$ cat config.mk
export PLATFORM = sky130hd
export DESIGN_NAME = per_spi_master
export DESIGN_NICKNAME = d
export VERILOG_FILES = /design/src/rtl/per_ctrl_pkg.sv /design/src/rtl/spi_sclk_gen.sv /design/src/rtl/per_spi_master.sv
export SDC_FILE = /design/constraint.sdc
export NUM_CORES = 1
export LEC_CHECK = 0
export ABC_CLOCK_PERIOD_IN_PS = 1840
export BUFFER_PORTS_ARGS = -buffer_cell sky130_fd_sc_hd__clkbuf_2
export CAP_MARGIN = 20
export CORE_MARGIN = 3
export CORE_UTILIZATION = 25
export CTS_CLUSTER_DIAMETER = 40
export DETAILED_ROUTE_END_ITERATION = 7
export SLEW_MARGIN = 30
export SYNTH_ARGS = -nofsm -noshare
export SYNTH_HDL_FRONTEND = slang
export SYNTH_SLANG_ARGS = --single-unit
$ cat constraint.sdc
create_clock -name clk_100m -period 1.84 [get_ports clk_100m]
set_input_delay 0.368 -clock clk_100m [delete_from_list [all_inputs] [get_ports clk_100m]]
set_output_delay 0.368 -clock clk_100m [all_outputs]
set_load 0.02 [all_outputs]
$ cat src/rtl/per_ctrl_pkg.sv
// rtl/per_ctrl_pkg.sv - shared SPI master FSM state type and default frame constants
package per_ctrl_pkg;

  typedef enum logic [2:0] {
    IDLE,
    SETUP,
    SHIFT,
    HOLD,
    GAP
  } spi_state_e;

  localparam int SPI_DATA_W_DEF = 24;
  localparam int SPI_DIV_DEF    = 2;

endpackage

$ cat src/rtl/spi_sclk_gen.sv
// rtl/spi_sclk_gen.sv - SCLK half-period counter, CPOL=0 clock flop and edge strobes
module spi_sclk_gen #(
  parameter int DIV = 2
) (
  input  logic clk_i,
  input  logic rst_ni,
  input  logic en_i,
  output logic sclk_o,
  output logic rise_o,
  output logic fall_o
);

  localparam logic [7:0] DIV_M1 = 8'(DIV - 1);

  logic [7:0] cnt_q;
  logic       sclk_q;
  logic       tc;

  // Strobes mark the clk_100m edge on which sclk_q is about to toggle.
  assign tc     = en_i && (cnt_q == DIV_M1);
  assign rise_o = tc && !sclk_q;
  assign fall_o = tc && sclk_q;
  assign sclk_o = sclk_q;

  always_ff @(posedge clk_i or negedge rst_ni) begin
    if (!rst_ni) begin
      cnt_q  <= 8'd0;
      sclk_q <= 1'b0;
    end else if (!en_i) begin
      cnt_q  <= 8'd0;
      sclk_q <= 1'b0;
    end else if (tc) begin
      cnt_q  <= 8'd0;
      sclk_q <= ~sclk_q;
    end else begin
      cnt_q  <= cnt_q + 8'd1;
    end
  end

endmodule

$ cat src/rtl/per_spi_master.sv
// rtl/per_spi_master.sv - single-frame SPI master, mode 0, MSB first, fixed SCLK divider
module per_spi_master
  import per_ctrl_pkg::*;
#(
  parameter int DATA_W = SPI_DATA_W_DEF,
  parameter int DIV    = SPI_DIV_DEF
) (
  input  logic              clk_100m,
  input  logic              rst_n,
  input  logic              tx_valid,
  output logic              tx_ready,
  input  logic [DATA_W-1:0] tx_data,
  output logic [DATA_W-1:0] rx_data,
  output logic              rx_valid,
  output logic              busy,
  output logic              spi_sclk,
  output logic              spi_cs_n,
  output logic              spi_mosi,
  input  logic              spi_miso
);

  localparam int            BW       = $clog2(DATA_W);
  localparam logic [7:0]    DIV_M1   = 8'(DIV - 1);
  localparam logic [BW-1:0] LAST_BIT = BW'(DATA_W - 1);

  spi_state_e        state_q;
  logic [7:0]        ph_cnt_q;
  logic [BW-1:0]     bit_cnt_q;
  logic [DATA_W-2:0] tx_sh_q;
  logic [DATA_W-1:0] rx_sh_q;
  logic [DATA_W-1:0] rx_data_q;
  logic              rx_valid_q;
  logic              cs_n_q;
  logic              mosi_q;
  logic              sclk_rise;
  logic              sclk_fall;

  spi_sclk_gen #(
    .DIV (DIV)
  ) u_sclk_gen (
    .clk_i  (clk_100m),
    .rst_ni (rst_n),
    .en_i   (state_q == SHIFT),
    .sclk_o (spi_sclk),
    .rise_o (sclk_rise),
    .fall_o (sclk_fall)
  );

  assign tx_ready = (state_q == IDLE);
  assign busy     = (state_q != IDLE);
  assign rx_data  = rx_data_q;
  assign rx_valid = rx_valid_q;
  assign spi_cs_n = cs_n_q;
  assign spi_mosi = mosi_q;

  always_ff @(posedge clk_100m or negedge rst_n) begin
    if (!rst_n) begin
      state_q    <= IDLE;
      ph_cnt_q   <= 8'd0;
      bit_cnt_q  <= '0;
      tx_sh_q    <= '0;
      rx_sh_q    <= '0;
      rx_data_q  <= '0;
      rx_valid_q <= 1'b0;
      cs_n_q     <= 1'b1;
      mosi_q     <= 1'b0;
    end else begin
      rx_valid_q <= 1'b0;
      case (state_q)
        IDLE: begin
          if (tx_valid) begin
            // The MSB goes straight to the pin; only the remaining bits are queued.
            tx_sh_q   <= tx_data[DATA_W-2:0];
            mosi_q    <= tx_data[DATA_W-1];
            cs_n_q    <= 1'b0;
            ph_cnt_q  <= 8'd0;
            bit_cnt_q <= '0;
            state_q   <= SETUP;
          end
        end
        SETUP: begin
          if (ph_cnt_q == DIV_M1) begin
            ph_cnt_q <= 8'd0;
            state_q  <= SHIFT;
          end else begin
            ph_cnt_q <= ph_cnt_q + 8'd1;
          end
        end
        SHIFT: begin
          if (sclk_rise) begin
            rx_sh_q <= {rx_sh_q[DATA_W-2:0], spi_miso};
          end
          if (sclk_fall) begin
            // Zeros fill from the bottom, so MOSI rests low after the last bit.
            mosi_q  <= tx_sh_q[DATA_W-2];
            tx_sh_q <= {tx_sh_q[DATA_W-3:0], 1'b0};
            if (bit_cnt_q == LAST_BIT) begin
              bit_cnt_q <= '0;
              state_q   <= HOLD;
            end else begin
              bit_cnt_q <= bit_cnt_q + BW'(1);
            end
          end
        end
        HOLD: begin
          if (ph_cnt_q == DIV_M1) begin
            ph_cnt_q   <= 8'd0;
            cs_n_q     <= 1'b1;
            rx_data_q  <= rx_sh_q;
            rx_valid_q <= 1'b1;
            state_q    <= GAP;
          end else begin
            ph_cnt_q <= ph_cnt_q + 8'd1;
          end
        end
        GAP: begin
          if (ph_cnt_q == DIV_M1) begin
            ph_cnt_q <= 8'd0;
            state_q  <= IDLE;
          end else begin
            ph_cnt_q <= ph_cnt_q + 8'd1;
          end
        end
        default: state_q <= IDLE;
      endcase
    end
  end

endmodule

==> flow_metrics.env, run 1 <==
export IMPL_dp_hpwl_um=6020
export IMPL_htreeDepth=3
export IMPL_powerDensity_mw_per_mm2=1310
export IMPL_ys_warn_count=0
export IMPL_clock_latency_ns=0.34
export IMPL_critical_path_startpoint_type="flip-flop"
export IMPL_slowest_delay_ns=0.38
export IMPL_met2_usage_pct=14.4
export IMPL_slew_limit_headroom_pct=71.2
export IMPL_setup_viol=0
export IMPL_criticalPathCategory="reg2reg"
export IMPL_synthCells=325
export IMPL_post_synth_cell_area_avg_um2=13.9
export IMPL_vias=2812
export IMPL_avgViaCountPerCell=4.35
export IMPL_min_from="spi_miso"
export IMPL_path_cells="inv_1 -> ha_1 -> nor4b_4 -> and2_4 -> and3_4 -> buf_12 -> mux2_2"
export IMPL_critPathSlowestCell="dfrtp_1"
export IMPL_fin_skew_ns=0.0106
export IMPL_dpl_cell_area_mm2=0.00523
export IMPL_syn_to_final_growth_pct=25.8
export IMPL_grt_util_met1_pct=12.0
export IMPL_die_h_um=141
export IMPL_wl_per_cell_um=13.8
export IMPL_cts_tree="done"
export IMPL_grt_pass1_vias=2922
export IMPL_worst_ep_required_time_ns=2.07
export IMPL_finalCritPeriodShare_pct=99.8
export IMPL_core_area_mm2=0.0175
export IMPL_grt_pass1_wl_um=14600
export IMPL_tns_ns=0
export IMPL_r2r_start="u_sclk_gen.cnt_q[1]"
export IMPL_fin_nets=450
export IMPL_synth_edff_count=0
export IMPL_worstPathArrival_ns=2.06
export IMPL_worst_r2r_path_depth=7
export IMPL_clk_pin_slew_ns=0.06
export IMPL_hold_depth=2
export IMPL_synth_ff_type="dfrtp_1"
export IMPL_fmax_mhz=545
export IMPL_status="complete, no violations"
export IMPL_ff_latch_area_mm2=0.00248
export IMPL_r2r_end="rx_sh_q[6]"
export IMPL_routed_wl_um=8920
export IMPL_leakagePower_uw=0.00273
export IMPL_fill_cells=1739
export IMPL_synthDistinctLibCells=48
export IMPL_grt_overflow=0
export IMPL_drv_slew=0
export IMPL_initial_utilization_pct=25.9
export IMPL_busiest_layer="met2"
export IMPL_drtIter0Drc=164
export IMPL_synth_fp_nets=358
export IMPL_n_antenna_cell=0
export IMPL_utilization_pct=32.5
export IMPL_ys_seq_area_share_pct=54.8
export IMPL_antenna_left=0
export IMPL_async_flop_share_pct=100
export IMPL_fin_crit_ns=1.84
export IMPL_ys_seq_elements=99
export IMPL_clock_sinks=99
export IMPL_cts_buffers_inserted=9
export IMPL_fin_area_mm2=0.00569
export IMPL_grt_use_met3_pct=2.42
export IMPL_root_buffer="clkbuf_16"
export IMPL_multiInputGateArea_mm2=0.00193
export IMPL_grt_setup_unrepaired="true"
export IMPL_antenna_found_initial=0
export IMPL_grt_max_degree=52
export IMPL_gp_congestion=0.798
export IMPL_drive_gt1_share_pct=50.6
export IMPL_whs_endpoint="rx_sh_q[0]"
export IMPL_hp_class="in2reg"
export IMPL_end_kind="flip-flop"
export IMPL_r2r_setup_slack_ns=0.004
export IMPL_p_total_uw=7430
export IMPL_die_w_um=141
export IMPL_drcViolationCount=0
export IMPL_die_area_mm2=0.0197
export IMPL_syn_area_mm2=0.00452
export IMPL_cap_violations=0
export IMPL_hold_violations=0
export IMPL_cts_buffer_depth=2
export IMPL_portBuffers=57
export IMPL_ir_worst_vdd_mv=0.531
export IMPL_worstMarginPinSlew_ns=0.433
export IMPL_pin_count=58
export IMPL_row_count=48
export IMPL_drtPass1Iterations=4
export IMPL_crit_fanout=25
export IMPL_track_usage_pct=9.21
[per-stage QoR]
step	hold slack, ns	cells	setup WS (ns)
6_report	0.268	646	0.00405
5_1_grt	0.257	646	-0.111
4_1_cts	0.248	639	0.00453
3_5_place_dp	0.232	621	-0.00954
3_3_place_gp	0.229	621	0.0476
2_1_floorplan	0.0724	325	0.00845
[sequential cells by signal, summed over array words and instances (netlist names), 3 cells and up]
name,count
rx_sh_q,24
bit_cnt_q,5
tx_sh_q,23
state_q,3
ph_cnt_q,8
u_sclk_gen.cnt_q,8
rx_data,24
[worst max path at each step]
stage,from,depth (start not counted),endpoint
2_1_floorplan,state_q[2],5,tx_sh_q[20]
3_3_place_gp,u_sclk_gen.cnt_q[1],7,tx_sh_q[8]
3_5_place_dp,u_sclk_gen.cnt_q[1],7,rx_sh_q[16]
4_1_cts,u_sclk_gen.cnt_q[1],7,rx_sh_q[21]
5_1_grt,u_sclk_gen.cnt_q[1],7,tx_sh_q[5]
6_report,u_sclk_gen.cnt_q[1],7,rx_sh_q[6]
[timing repair]
| action | CTS | global route |
|---|---|---|
| pin swaps | 0 | 4 |
| endpoints found under the setup margin | 26 | 70 |
| hold buffers | 1 | 0 |
| gates resized for setup | 4 | 15 |
| buffers inserted | 2 | 5 |
| endpoints found under the hold margin | 12 | 0 |
| cloned | 0 | 2 |
[cell families (layout without fill, tap and decap cells)]
kind of cell	after synthesis	in the layout	share of synthesized area [%]
flip-flops	99	99	54.8
multiplexers	96	96	25.4
AND/OR/NAND/NOR	62	62	7.97
AO/OA/AOI/OAI	33	33	5.42
buffers and inverters	22	118	3.46
XOR/XNOR	8	8	1.55
adder cells (fa/ha/maj)	5	5	1.38
[cells in the final DEF (no fill, tap or decap), types with 2 or more instances in the layout]
| master | count |
|---|---|
| nand2_1 | 10 |
| inv_1 | 8 |
| o22ai_1 | 2 |
| a41oi_1 | 2 |
| a21o_1 | 3 |
| inv_2 | 2 |
| nand4b_1 | 2 |
| dfrtp_1 | 97 |
| xor2_1 | 7 |
| a31oi_1 | 5 |
| nor3_1 | 3 |
| and3_1 | 3 |
| a21oi_1 | 4 |
| nor4b_4 | 2 |
| clkbuf_1 | 2 |
| buf_12 | 5 |
| mux2_4 | 19 |
| nand3_1 | 12 |
| mux2i_1 | 2 |
| nor2_1 | 12 |
| mux2_1 | 3 |
| and2_4 | 2 |
| nor4_1 | 2 |
| a22o_1 | 3 |
| clkbuf_2 | 54 |
| buf_6 | 4 |
| ha_1 | 4 |
| buf_4 | 27 |
| nand2b_1 | 5 |
| mux2_2 | 72 |
| clkbuf_16 | 11 |
| o21ai_0 | 4 |
[Yosys cell counts (2+ instances only)]
| master | number | area share [%] |
|---|---|---|
| dfrtp_1 | 98 | 54 |
| mux2_2 | 72 | 18 |
| mux2_4 | 19 | 6.3 |
| nor2_1 | 13 | 1.1 |
| nand3_1 | 12 | 1.3 |
| nand2_1 | 11 | 0.91 |
| inv_1 | 10 | 0.83 |
| buf_6 | 9 | 2.2 |
| xor2_1 | 7 | 1.4 |
| a31oi_1 | 5 | 0.69 |
| ha_1 | 5 | 1.4 |
| nand2b_1 | 5 | 0.69 |
| a21oi_1 | 4 | 0.44 |
| and3_1 | 4 | 0.55 |
| o21ai_0 | 4 | 0.44 |
| a21o_1 | 3 | 0.50 |
| a22o_1 | 3 | 0.58 |
| mux2_1 | 3 | 0.75 |
| nor3_1 | 3 | 0.33 |
| a41oi_1 | 2 | 0.39 |
| buf_2 | 2 | 0.22 |
| mux2i_1 | 2 | 0.44 |
| nand4b_1 | 2 | 0.39 |
| nor4_1 | 2 | 0.28 |
| o22ai_1 | 2 | 0.28 |
[routing by layer]
metal / vias to the layer above / routed length (um)
met4: 0 / 153
met5: - / 0
met2: 42 / 4090
li1: 1351 / -
met1: 1410 / 4410
met3: 9 / 272
[critical path: cells and delay by family, from the launching register on]
kind	cells	cell delay [ns]
adders and majority gates	1	0.13
buffers and inverters	2	0.23
DFF	1	0.38
muxes	1	0.35
and+or+nand+nor	3	0.61
[final cells by class]
cell class              count  area share, %
clock buffers              11           4.09
multi-input cells         204           33.9
clock inverters             4          0.902
repair buffers             93           11.9
flip-flops and latches     99           43.6
inverters                  10          0.660
well taps                 225           4.95
[where the power goes]
group / total [uW] / leakage (uW) / switching, uW / internal [uW]
Clock: 1840 / 0.000136 / 788 / 1050
Combinational: 2660 / 0.00128 / 1190 / 1470
Sequential: 2940 / 0.00131 / 294 / 2650
Total: 7430 / 0.00273 / 2270 / 5160
No activity file was read; power rests on OpenSTA's default activity.
==> run 2: changes to the inputs <==
--- a/config.mk
+++ b/config.mk
@@ -12,6 +12,7 @@
 export CORE_UTILIZATION = 25
 export CTS_CLUSTER_DIAMETER = 40
 export DETAILED_ROUTE_END_ITERATION = 7
+export RECOVER_POWER = 25
 export SLEW_MARGIN = 30
 export SYNTH_ARGS = -nofsm -noshare
 export SYNTH_HDL_FRONTEND = slang
==> flow_metrics.env, run 2 (synthesis results as in run 1) <==
export IMPL_status="complete, no violations"
export IMPL_criticalPathCategory="reg2reg"
export IMPL_clk_pin_slew_ns=0.06
export IMPL_die_h_um=141
export IMPL_die_w_um=141
export IMPL_track_usage_pct=9.21
export IMPL_fin_nets=450
export IMPL_hold_violations=0
export IMPL_gp_congestion=0.798
export IMPL_dp_hpwl_um=6020
export IMPL_r2r_end="rx_sh_q[6]"
export IMPL_antenna_left=0
export IMPL_drtIter0Drc=178
export IMPL_fin_cells=646
export IMPL_hp_class="in2reg"
export IMPL_drcViolationCount=0
export IMPL_endpoint="rx_sh_q[6]"
export IMPL_r2r_setup_slack_ns=0.005
export IMPL_grt_pass1_wl_um=14600
export IMPL_clock_sinks=99
export IMPL_powerDensity_mw_per_mm2=1310
export IMPL_hold_depth=2
export IMPL_final_common_cell="dfrtp_1"
export IMPL_grt_util_met1_pct=12.0
export IMPL_worst_r2r_path_depth=7
export IMPL_r2r_start="u_sclk_gen.cnt_q[1]"
export IMPL_grt_overflow=0
export IMPL_worst_ep_required_time_ns=2.07
export IMPL_startpoint="u_sclk_gen.cnt_q[1]"
export IMPL_fin_skew_ns=0.0110
export IMPL_met2_usage_pct=14.4
export IMPL_grt_pass1_vias=2922
export IMPL_drtPass1Iterations=4
export IMPL_antenna_found_initial=0
export IMPL_utilization_pct=32.5
export IMPL_worstPathArrival_ns=2.06
export IMPL_cap_violations=0
export IMPL_n_antenna_cell=0
export IMPL_crit_fanout=25
export IMPL_grt_setup_unrepaired="true"
export IMPL_dp_cells=621
export IMPL_leakagePower_uw=0.00272
export IMPL_routed_wl_um=8920
export IMPL_root_buffer="clkbuf_16"
export IMPL_worstMarginPinSlew_ns=0.741
export IMPL_fmax_mhz=545
export IMPL_row_count=48
export IMPL_avgViaCountPerCell=4.37
export IMPL_grt_use_met3_pct=2.42
export IMPL_htreeDepth=3
export IMPL_pin_count=58
export IMPL_end_kind="flip-flop"
export IMPL_fin_crit_ns=1.84
export IMPL_initial_utilization_pct=25.9
export IMPL_cts_buffer_depth=2
export IMPL_finalCritPeriodShare_pct=99.7
export IMPL_busiest_layer="met2"
export IMPL_cts_buffers_inserted=9
export IMPL_die_area_mm2=0.0197
export IMPL_cts_tree="done"
export IMPL_portBuffers=57
export IMPL_critical_path_startpoint_type="flip-flop"
export IMPL_ir_worst_vdd_mv=0.531
export IMPL_clock_latency_ns=0.34
export IMPL_drive_gt1_share_pct=50.4
export IMPL_layout_common_cells="97 x dfrtp_1, 72 x mux2_2, 54 x clkbuf_2"
export IMPL_grt_max_degree=52
export IMPL_setup_viol=0
export IMPL_vias=2822
export IMPL_drv_slew=0
export IMPL_slew_limit_headroom_pct=50.6
export IMPL_syn_to_final_growth_pct=25.5
export IMPL_core_area_mm2=0.0175
export IMPL_wl_per_cell_um=13.8
run 2: cell types whose count changed in the layout (fill, tap and decap cells not counted), sizes merged:
| cell | delta |
|---|---|
| buf | -1 |
| clkbuf | +1 |
run 2: where the power goes:
group          internal [uW]  switching, uW  total (uW)
sequential              2650            295        2940
clock                   1050            788        1840
combinational           1460           1190        2650
run 2: worst max-delay path: stages (launching register included):
cell and delay, ns:
dfrtp_1 0.38, inv_1 0.06, ha_1 0.13, nor4b_4 0.22
and2_4 0.20, and3_4 0.19, buf_12 0.17, mux2_2 0.35
run 2: worst min-delay path by stage:
| stage | startpoint | to | slack, ns |
|---|---|---|---|
| 2_1_floorplan | rst_n | bit_cnt_q[0] | 0.07 |
| 3_3_place_gp | rst_n | rx_sh_q[1] | 0.23 |
| 3_5_place_dp | rst_n | rx_sh_q[0] | 0.23 |
| 4_1_cts | spi_miso | rx_sh_q[0] | 0.25 |
| 5_1_grt | spi_miso | rx_sh_q[0] | 0.26 |
| 6_report | spi_miso | rx_sh_q[0] | 0.27 |
run 2: cell type report:
cell class	instances	area, um2
tap	225	282
timing repair buffer	93	666
inverter	10	37.5
clock buffer	11	233
clock inverter	4	51.3
multi-input combinational	204	1930
sequential	99	2480
fill	1742	11800
run 2: metrics by stage:
step	instance area, um2	TNS (ns)	hold slack, ns	power, uW	setup slack [ns]
2_1_floorplan	4520	0	0.0724	4650	0.00845
4_1_cts	5560	0	0.248	7380	0.00453
5_1_grt	5680	-4.31	0.257	7930	-0.111
3_5_place_dp	5230	-0.0472	0.232	5430	-0.00954
6_report	5680	0	0.266	7430	0.00488
3_3_place_gp	5230	0	0.229	5360	0.0476
run 2: what timing repair did:
action	in CTS	in global routing
gates resized for setup	4	15
pin swaps	0	4
endpoints found under the setup margin	26	70
hold buffers	1	0
hold endpoints to repair	12	0
buffers inserted	2	5
gates cloned	0	2
run 2: metal layers:
layer | up-vias | share of wire, %
met4 | 0 | 1.7
met2 | 42 | 46
li1 | 1351 | -
met1 | 1420 | 49
met5 | - | 0
met3 | 9 | 3.1
